## config.mk

```make
export PLATFORM = sky130hd
export DESIGN_NAME = lsu_uncached
export DESIGN_NICKNAME = d
export VERILOG_FILES = /design/src/rtl/lsu_pkg.sv /design/src/rtl/lsu_align.sv /design/src/rtl/lsu_uncached.sv
export SDC_FILE = /design/constraint.sdc
export NUM_CORES = 1
export LEC_CHECK = 0
export CAP_MARGIN = 5
export CORE_ASPECT_RATIO = 0.6
export CORE_UTILIZATION = 46
export CTS_CLUSTER_DIAMETER = 120
export DETAILED_ROUTE_END_ITERATION = 16
export PLACE_DENSITY_LB_ADDON = 0.08
export SYNTH_ARGS = -nofsm -noshare
export SYNTH_HDL_FRONTEND = slang
export SYNTH_SLANG_ARGS = --single-unit
```

## constraint.sdc

```tcl
create_clock -name clk -period 2.5 [get_ports clk]
set_input_delay 0.25 -clock clk [delete_from_list [all_inputs] [get_ports clk]]
set_output_delay 0.25 -clock clk [all_outputs]
set_load 0.01 [all_outputs]
```

## src/rtl/lsu_pkg.sv

```systemverilog
// -----------------------------------------------------------------------------
// lsu_pkg
// Shared types and constants for the uncached load/store unit.
//   state_t        : IDLE / BUS / DONE state encoding
//   SIZE_*         : access width derived from the RV32 funct3 code
//   F3_UNSIGNED    : funct3 bit that selects zero-extension on loads
//   ERR_*          : completion error codes reported on error_o
//   access_size()  : funct3 -> width, unknown codes collapse to word
//   is_misaligned(): natural-alignment check for a given width/address
// -----------------------------------------------------------------------------
package lsu_pkg;

   typedef enum logic [1:0] {
      S_IDLE = 2'd0,
      S_BUS  = 2'd1,
      S_DONE = 2'd2
   } state_t;

   localparam logic [1:0] SIZE_BYTE = 2'b00;
   localparam logic [1:0] SIZE_HALF = 2'b01;
   localparam logic [1:0] SIZE_WORD = 2'b10;

   localparam int F3_UNSIGNED = 2;

   localparam logic [1:0] ERR_NONE     = 2'b00;
   localparam logic [1:0] ERR_MISALIGN = 2'b01;
   localparam logic [1:0] ERR_BUS      = 2'b10;
   localparam logic [1:0] ERR_TIMEOUT  = 2'b11;

   // 011 and 11x are not legal RV32 load/store codes; treating them as word
   // keeps the datapath total without a separate illegal-op path.
   function automatic logic [1:0] access_size(input logic [2:0] funct3);
      case (funct3[1:0])
         2'b00:   return SIZE_BYTE;
         2'b01:   return SIZE_HALF;
         default: return SIZE_WORD;
      endcase
   endfunction

   function automatic logic is_misaligned(input logic [2:0] funct3,
                                          input logic [1:0] addr_lo);
      case (access_size(funct3))
         SIZE_HALF: return addr_lo[0];
         SIZE_WORD: return (addr_lo != 2'b00);
         default:   return 1'b0;
      endcase
   endfunction

endpackage

```

## src/rtl/lsu_align.sv

```systemverilog
// -----------------------------------------------------------------------------
// lsu_align
// Purely combinational byte-lane steering for a 32-bit Wishbone data path.
//   addr_lo   in  2   byte offset within the word
//   funct3    in  3   RV32 width/sign code
//   wdata     in  32  right-aligned store data
//   bus_rdata in  32  raw word returned by the bus
//   sel       out 4   byte enables for the access
//   bus_wdata out 32  store data replicated onto every lane of its width
//   rdata     out 32  load data shifted down and sign/zero extended
// -----------------------------------------------------------------------------
module lsu_align
   import lsu_pkg::*;
(
   input  logic [1:0]  addr_lo,
   input  logic [2:0]  funct3,
   input  logic [31:0] wdata,
   input  logic [31:0] bus_rdata,
   output logic [3:0]  sel,
   output logic [31:0] bus_wdata,
   output logic [31:0] rdata
);

   logic [1:0]  size;
   logic [31:0] shifted;
   logic        sign_ext;

   assign size     = access_size(funct3);
   assign sign_ext = ~funct3[F3_UNSIGNED];

   // Replicating the data onto every lane means the slave only needs sel to
   // pick the right bytes; no per-offset data mux is required.
   always_comb begin
      // NOTE: outputs get defaults before the case so no path can infer a latch.
      sel       = 4'b1111;
      bus_wdata = wdata;
      case (size)
         SIZE_BYTE: begin
            sel       = 4'b0001 << addr_lo;
            bus_wdata = {4{wdata[7:0]}};
         end
         SIZE_HALF: begin
            sel       = 4'b0011 << addr_lo;
            bus_wdata = {2{wdata[15:0]}};
         end
         default: ;
      endcase
   end

   assign shifted = bus_rdata >> {addr_lo, 3'b000};

   always_comb begin
      rdata = shifted;
      case (size)
         SIZE_BYTE: rdata = {{24{sign_ext & shifted[7]}},  shifted[7:0]};
         SIZE_HALF: rdata = {{16{sign_ext & shifted[15]}}, shifted[15:0]};
         default: ;
      endcase
   end

endmodule

```

## src/rtl/lsu_uncached.sv

```systemverilog
// -----------------------------------------------------------------------------
// lsu_uncached
// Uncached MEM-stage load/store unit issuing single classic Wishbone cycles.
// Optional feature macro: LSU_BUS_TIMEOUT_EN (bus wait timeout, error 11).
//   clk, rst_i          core clock, synchronous active-high reset
//   load_i / store_i    request strobes from the region selector
//   addr_i / wdata_i    byte address and right-aligned store data
//   funct3_i            RV32 width/sign code
//   rdata_o             aligned, extended load result (holds after stores)
//   valid_o             one-cycle completion pulse
//   stall_o             pipeline hold while the access is outstanding
//   error_o             00 ok, 01 misaligned, 10 bus error, 11 timeout
//   wb_*                classic Wishbone master interface
// -----------------------------------------------------------------------------
module lsu_uncached
   import lsu_pkg::*;
#(
   parameter int ADDR_W         = 32,
   parameter int DATA_W         = 32,
   parameter int TIMEOUT_CYCLES = 255
)(
   input  logic              clk,
   input  logic              rst_i,
   input  logic              load_i,
   input  logic              store_i,
   input  logic [ADDR_W-1:0] addr_i,
   input  logic [DATA_W-1:0] wdata_i,
   input  logic [2:0]        funct3_i,
   output logic [DATA_W-1:0] rdata_o,
   output logic              valid_o,
   output logic              stall_o,
   output logic [1:0]        error_o,
   output logic              wb_cyc_o,
   output logic              wb_stb_o,
   output logic              wb_we_o,
   output logic [ADDR_W-1:0] wb_adr_o,
   output logic [DATA_W-1:0] wb_dat_o,
   output logic [3:0]        wb_sel_o,
   input  logic [DATA_W-1:0] wb_dat_i,
   input  logic              wb_ack_i,
   input  logic              wb_err_i
);

   state_t            state, state_nxt;
   logic [1:0]        err_q, err_nxt;
   logic [ADDR_W-1:0] addr_q;
   logic [DATA_W-1:0] wdata_q;
   logic [DATA_W-1:0] rdata_q;
   logic [2:0]        funct3_q;
   logic              we_q;

   logic              req;
   logic              accept;
   logic              in_bus;
   logic              timeout_hit;
   logic [3:0]        lane_sel;
   logic [DATA_W-1:0] lane_wdata;
   logic [DATA_W-1:0] lane_rdata;

   assign req    = load_i | store_i;
   assign accept = (state == S_IDLE) && req;
   assign in_bus = (state == S_BUS);

   lsu_align u_align (
      .addr_lo   (addr_q[1:0]),
      .funct3    (funct3_q),
      .wdata     (wdata_q),
      .bus_rdata (wb_dat_i),
      .sel       (lane_sel),
      .bus_wdata (lane_wdata),
      .rdata     (lane_rdata)
   );

`ifdef LSU_BUS_TIMEOUT_EN
   localparam int CNT_W = $clog2(TIMEOUT_CYCLES + 1);

   logic [CNT_W-1:0] wait_cnt;

   // Held at zero outside BUS, so it is already clear on every BUS entry.
   always_ff @(posedge clk) begin
      if (rst_i || !in_bus) begin
         wait_cnt <= '0;
      end else if (!wb_ack_i && !wb_err_i) begin
         wait_cnt <= wait_cnt + 1'b1;
      end
   end

   // The edge that would take the count to TIMEOUT_CYCLES ends the cycle.
   assign timeout_hit = (wait_cnt == CNT_W'(TIMEOUT_CYCLES - 1));
`else
   assign timeout_hit = 1'b0;
`endif

   always_ff @(posedge clk) begin
      // NOTE: sequential state uses <= so every flop samples pre-edge values.
      if (rst_i) begin
         state <= S_IDLE;
         err_q <= ERR_NONE;
      end else begin
         state <= state_nxt;
         err_q <= err_nxt;
      end
   end

   always_comb begin
      state_nxt = state;
      err_nxt   = err_q;
      case (state)
         S_IDLE: begin
            if (req) begin
               if (is_misaligned(funct3_i, addr_i[1:0])) begin
                  state_nxt = S_DONE;
                  err_nxt   = ERR_MISALIGN;
               end else begin
                  state_nxt = S_BUS;
                  err_nxt   = ERR_NONE;
               end
            end
         end
         S_BUS: begin
            // err outranks a simultaneous ack.
            if (wb_err_i) begin
               state_nxt = S_DONE;
               err_nxt   = ERR_BUS;
            end else if (wb_ack_i) begin
               state_nxt = S_DONE;
               err_nxt   = ERR_NONE;
            end else if (timeout_hit) begin
               state_nxt = S_DONE;
               err_nxt   = ERR_TIMEOUT;
            end
         end
         S_DONE:  state_nxt = S_IDLE;
         default: state_nxt = S_IDLE;
      endcase
   end

   // Request fields are captured once at accept; the pipeline may change its
   // inputs after DONE, but the bus sees only these registered copies.
   always_ff @(posedge clk) begin
      if (rst_i) begin
         addr_q   <= '0;
         wdata_q  <= '0;
         funct3_q <= '0;
         we_q     <= 1'b0;
      end else if (accept) begin
         addr_q   <= addr_i;
         wdata_q  <= wdata_i;
         funct3_q <= funct3_i;
         we_q     <= store_i;
      end
   end

   // Only a successful load updates the result; stores and errors leave it.
   always_ff @(posedge clk) begin
      if (rst_i) begin
         rdata_q <= '0;
      end else if (in_bus && wb_ack_i && !wb_err_i && !we_q) begin
         rdata_q <= lane_rdata;
      end
   end

   assign wb_cyc_o = in_bus;
   assign wb_stb_o = in_bus;
   assign wb_we_o  = in_bus & we_q;
   assign wb_adr_o = in_bus ? {addr_q[ADDR_W-1:2], 2'b00} : '0;
   assign wb_dat_o = in_bus ? lane_wdata : '0;
   assign wb_sel_o = in_bus ? lane_sel : 4'b0000;

   assign rdata_o  = rdata_q;
   assign valid_o  = (state == S_DONE);
   assign error_o  = (state == S_DONE) ? err_q : ERR_NONE;
   assign stall_o  = accept | in_bus;

endmodule

```

# After elaboration in Yosys (flattened, before gate mapping)
# Cells that the tools add are included.
# totals
out_inout_bits,107
elab_cells,63
regBits,104
# classes
n_eq_ne,9
reduce_logical,14
shift,3
n_bitwise,6
n_mux,24
# op_table
operator,n
32-bit case mux with 2 select lines,2
32-bit two-way mux,2
32-bit by 5-bit right shift with 32-bit output,1
2-bit two-way mux,10
2-bit case mux with 2 select lines,4
"2-bit by 1-bit equality test with 1-bit output, second input constant",5
2-bit zero test,4
4-bit case mux with 2 select lines,1
"2-bit equality test, second input constant",2
1-bit logical AND,4
4-bit two-way mux,1
2-bit nonzero test,2
"1-bit by 2-bit << shifter with 4-bit output, first input constant",1
"2-bit by 2-bit << shifter with 4-bit output, first input constant",1
1-bit AND,3
1-bit two-way mux,3
"3-bit inequality test, second input constant",1
3-bit AND reduction,1
1-bit zero test,2
"2-bit inequality test, second input constant",1
1-bit bitwise OR,2
1-bit case mux with 2 select lines,1
2-bit AND reduction,1
1-bit inverter,1

# Logic depth before layout (Yosys ltp)
# depth
depth_word,11
mapped_depth,7
depth_no_buf,5

# Hierarchy
# A second synthesis with hierarchy kept.
# unflattened
hier_cells,749
area_unflattened_um2,5958.2
# by_module_without_submodules
mod,cells_per_inst,area_each_um2,seq_area_each_um2,instances
lsu_uncached,557,4689.5,2082.0,1
lsu_align,192,1268.7,0.0,1

# Worst setup path after synthesis
# Ideal clock, no wire load.
# synth_timing
kind,reg2out
startpoint,register funct3_q[0]
endpoint,output wb_dat_o[10]
path_slack_ns,0.925
arrival_time_ns,1.325
path_stages_with_launch,7
required_time_ns,2.250
path_buffers,3
path_cell_list,dfxtp_1 > buf_2 > or2_2 > buf_2 > clkbuf_1 > nand2_1 > a21oi_1
# synth_between
elab_chain_len,5
elab_cells_between_ends,7
cone_classes,eq/ne: 2; mux: 3; reduce/logical: 2
# synth_lines
item,line_no,rtl
from (decl),lsu_uncached.sv:49,logic [2:0] funct3_q;
from (signal assigned),lsu_uncached.sv:149,funct3_q <= funct3_i;
2-bit by 1-bit equality test with 1-bit output or 2-bit zero test (tied branches),lsu_pkg.sv:33,case (funct3[1:0])
2-bit case mux with 2 select lines (*),lsu_pkg.sv:33,
2-bit by 1-bit equality test with 1-bit output or 2-bit zero test (tied branches),lsu_align.sv:37,case (size)
32-bit case mux with 2 select lines (*),lsu_align.sv:37,
32-bit two-way mux (*),lsu_uncached.sv:167,assign wb_dat_o = in_bus ? lane_wdata : '0;
to (decl),lsu_uncached.sv:37,"output logic [DATA_W-1:0] wb_dat_o,"
# Every way passes the cells marked *; elsewhere a longest branch is shown, timed or not.

# Worst setup path in the final report
# layout_timing
startpoint,register funct3_q[0]
endpoint,output wb_dat_o[24]
# Same word-level chain as after synthesis.

==> impl_metrics.py <==
metrics = {
    "run_status": {
        "status": "complete, no violations",
    },
    "timing": {
        "finalSetupViolCount": 0,
        "layout_setup_ws_ns": 0.190,
        "rsz0062_at_grt": "no",
        "fin_crit_ns": 2.31,
        "slew_viol_final": 0,
        "maxSlewHeadroom": 0.540,
        "hold_viol": 0,
        "clock.fmax_ghz": 0.433,
        "setup_tns_ns": 0,
        "finalCritPeriodShare": 0.924,
        "tightestPinTransition_ns": 0.690,
        "fin_skew_ns": 0.00767,
    },
    "global_routing": {
        "grt_pass1_wl_um": 24300,
        "grtUsageTotal": 0.270,
        "grt_start_max_net_pins": 69,
        "grt_pass1_vias": 4879,
        "antenna_found_initial": 1,
        "grt.overflow.total": 0,
    },
    "die": {
        "dieArea_mm2": 0.0114,
        "die_h_um": 83.1,
        "initial_core_util": 0.476,
        "ios": 212,
        "fp.dieW_um": 137,
        "core-area_mm2": 0.0106,
        "num_rows": 29,
    },
    "synth": {
        "yosysSeqAreaShare": 0.413,
        "synth_flop_cell": "dfxtp_1",
        "ys_ff_latch": 104,
        "syn_area_mm2": 0.00504,
        "syn_avg_cell_area_um2": 7.54,
        "syn_inst": 669,
        "synth_edf_count": 0,
        "synth.distinct_cells": 38,
        "yosysWarnings": 0,
        "synthArstFlopShare": 0,
    },
    "clock_tree": {
        "numCtsBuffers": 9,
        "clk_path_buf_depth": 2,
        "worst_skew_pair.late_latency_ns": 0.34,
        "cts_tree": "done",
        "numClockSinks": 104,
        "clk_pin_slew_ns": 0.07,
        "cts_hold_buf": 0,
        "htreeDepth": 3,
        "cts-root-buf": "clkbuf_16",
    },
    "worst_setup_path": {
        "cp_max_fo": 7,
        "cp_data_arrival_time_ns": 2.06,
        "startpoint_type": "flop",
        "worstSetupPathType": "reg -> out",
        "cp.required_ns": 2.25,
        "endpoint_kind": "output port",
    },
    "routing": {
        "wl_per_cell_um": 15.5,
        "met3WireLength_um": 1200,
        "wl_um": 15400,
        "vias": 5223,
        "vias_per_cell": 5.27,
        "met1_length_um": 7250,
        "remaining_drc_errors": 0,
        "drt-pass1-iter-count": 5,
        "met2WireLength_um": 6740,
        "drt-initial-drc-count": 378,
        "highest_layer": "met4",
        "ant_nets": 0,
    },
    "power": {
        "ir_drop_mv": 0.394,
        "power.density_mw_per_mm2": 551,
        "p_seq_frac": 0.449,
        "switchingPower_mw": 1.17,
        "power_frac_comb": 0.222,
        "p_leak_nw": 2.69,
        "p_int_mw": 2.96,
        "swShare": 0.283,
        "p_total_mw": 4.12,
        "pwr-share-clk": 0.329,
    },
    "cells_and_area": {
        "fin_nets": 952,
        "layout_common_cells": "clkdlybuf4s50_1, nand2_1, dfxtp_1",
        "final_common_cell": "clkdlybuf4s50_1",
        "syn_to_final_growth_pct": 48.5,
        "drive_above_1_share": 0.0552,
    },
    "hold_path": {
        "hold_path_class": "in -> reg",
    },
    "flow_run": {
        "drv_cap": 0,
    },
    "place": {
        "post-place-ws_ns": 0.232,
        "dp_hpwl_um": 11000,
        "place_congestion": 0.899,
        "portBuffers": 209,
    },
}
==> flip-flops by register name, indices dropped and copies added (netlist names) <==
| name | count |
|---|---|
| funct3_q | 3 |
| we_q | 1 |
| addr_q | 32 |
| wdata_q | 32 |
| err_q | 2 |
| state | 2 |
| rdata_o | 32 |
==> worst max-delay path, stage by stage (launching register included) <==
cell and delay [ns]:
dfxtp_1 0.43, buf_4 0.23, mux2i_1 0.31, nor2_1 0.07, a21oi_1 0.12, nor2_1 0.07, clkdlybuf4s50_1 0.49
==> routing by layer <==
layer | up-vias | track usage
met5 | - | 0
met4 | 0 | 0.0689
met3 | 17 | 0.0678
met2 | 185 | 0.400
met1 | 2437 | 0.387
li1 | 2584 | -
==> power groups by stage <==
| stage | logic [mW] | clock network (mW) | registers [mW] |
|---|---|---|---|
| after floorplan | 0.519 | 0 | 1.86 |
| after global placement | 0.889 | 0 | 1.88 |
| after detailed placement | 0.910 | 0 | 1.88 |
| after CTS | 0.915 | 1.39 | 1.85 |
| after global routing | 0.998 | 1.46 | 1.87 |
| final | 0.914 | 1.36 | 1.85 |
==> Yosys cell counts (2+ instances only) <==
master / n / area share
and2_1: 41 / 0.051
buf_4: 8 / 0.012
mux2i_1: 38 / 0.075
a311oi_1: 8 / 0.014
a21oi_1: 96 / 0.095
o2bb2ai_1: 8 / 0.014
buf_2: 15 / 0.015
o21ai_0: 2 / 0.0020
nor2_1: 60 / 0.045
nor3_1: 3 / 0.0030
a31oi_1: 6 / 0.0074
dfxtp_1: 104 / 0.41
mux2_2: 7 / 0.016
nand2_1: 192 / 0.14
clkbuf_1: 33 / 0.025
a22oi_1: 3 / 0.0045
o211ai_1: 8 / 0.012
or3_1: 6 / 0.0074
a211oi_1: 10 / 0.015
nor2b_1: 3 / 0.0037
==> cell type report <==
| class | count | area [µm²] |
|---|---|---|
| diodes | 1 | 2.50 |
| clock buffers | 12 | 267 |
| clock inverters | 4 | 27.5 |
| inverters | 2 | 10.0 |
| well taps | 139 | 174 |
| fillers | 866 | 3110 |
| flip-flops and latches | 104 | 2080 |
| repair buffers | 223 | 2220 |
| multi-input cells | 507 | 2700 |
==> repair_timing <==
item	CTS	global route
setup endpoints to repair	0	40
buffers inserted	0	0
gates resized for setup	0	2
==> metrics by stage <==
| stage | area, µm² | hold WS, ns | util | std cells |
|---|---|---|---|---|
| 2_1_floorplan | 5040 | 0.386 | - | 670 |
| 3_3_place_gp | 7180 | 0.437 | 0.678 | 975 |
| 3_5_place_dp | 7180 | 0.444 | 0.678 | 975 |
| 4_1_cts | 7480 | 0.364 | 0.706 | 991 |
| 5_1_grt | 7480 | 0.388 | 0.706 | 991 |
| 6_report | 7480 | 0.382 | 0.706 | 992 |
==> worst paths after layout <==
kind / end / cells past startpoint / slack [ns] / start
worst max-delay path: wb_dat_o[24] / 6 / 0.19 / funct3_q[0]
worst min-delay path: err_q[0] / 2 / 0.38 / rst_i
worst max register to register: rdata_o[16] / 6 / 0.26 / state[0]
worst min register to register: addr_q[7] / 2 / 0.45 / addr_q[7]
==> kinds of logic (layout without fill, tap and decap cells) <==
family | count (synthesis) | in the layout | synth area share
compound gates | 146 | 146 | 0.172
simple gates | 314 | 314 | 0.268
buf+inv | 59 | 241 | 0.0553
other cells | 1 | 3 | 0.000744
flops | 104 | 104 | 0.413
mux | 45 | 45 | 0.0911
Power figures use the tool's default switching activity.
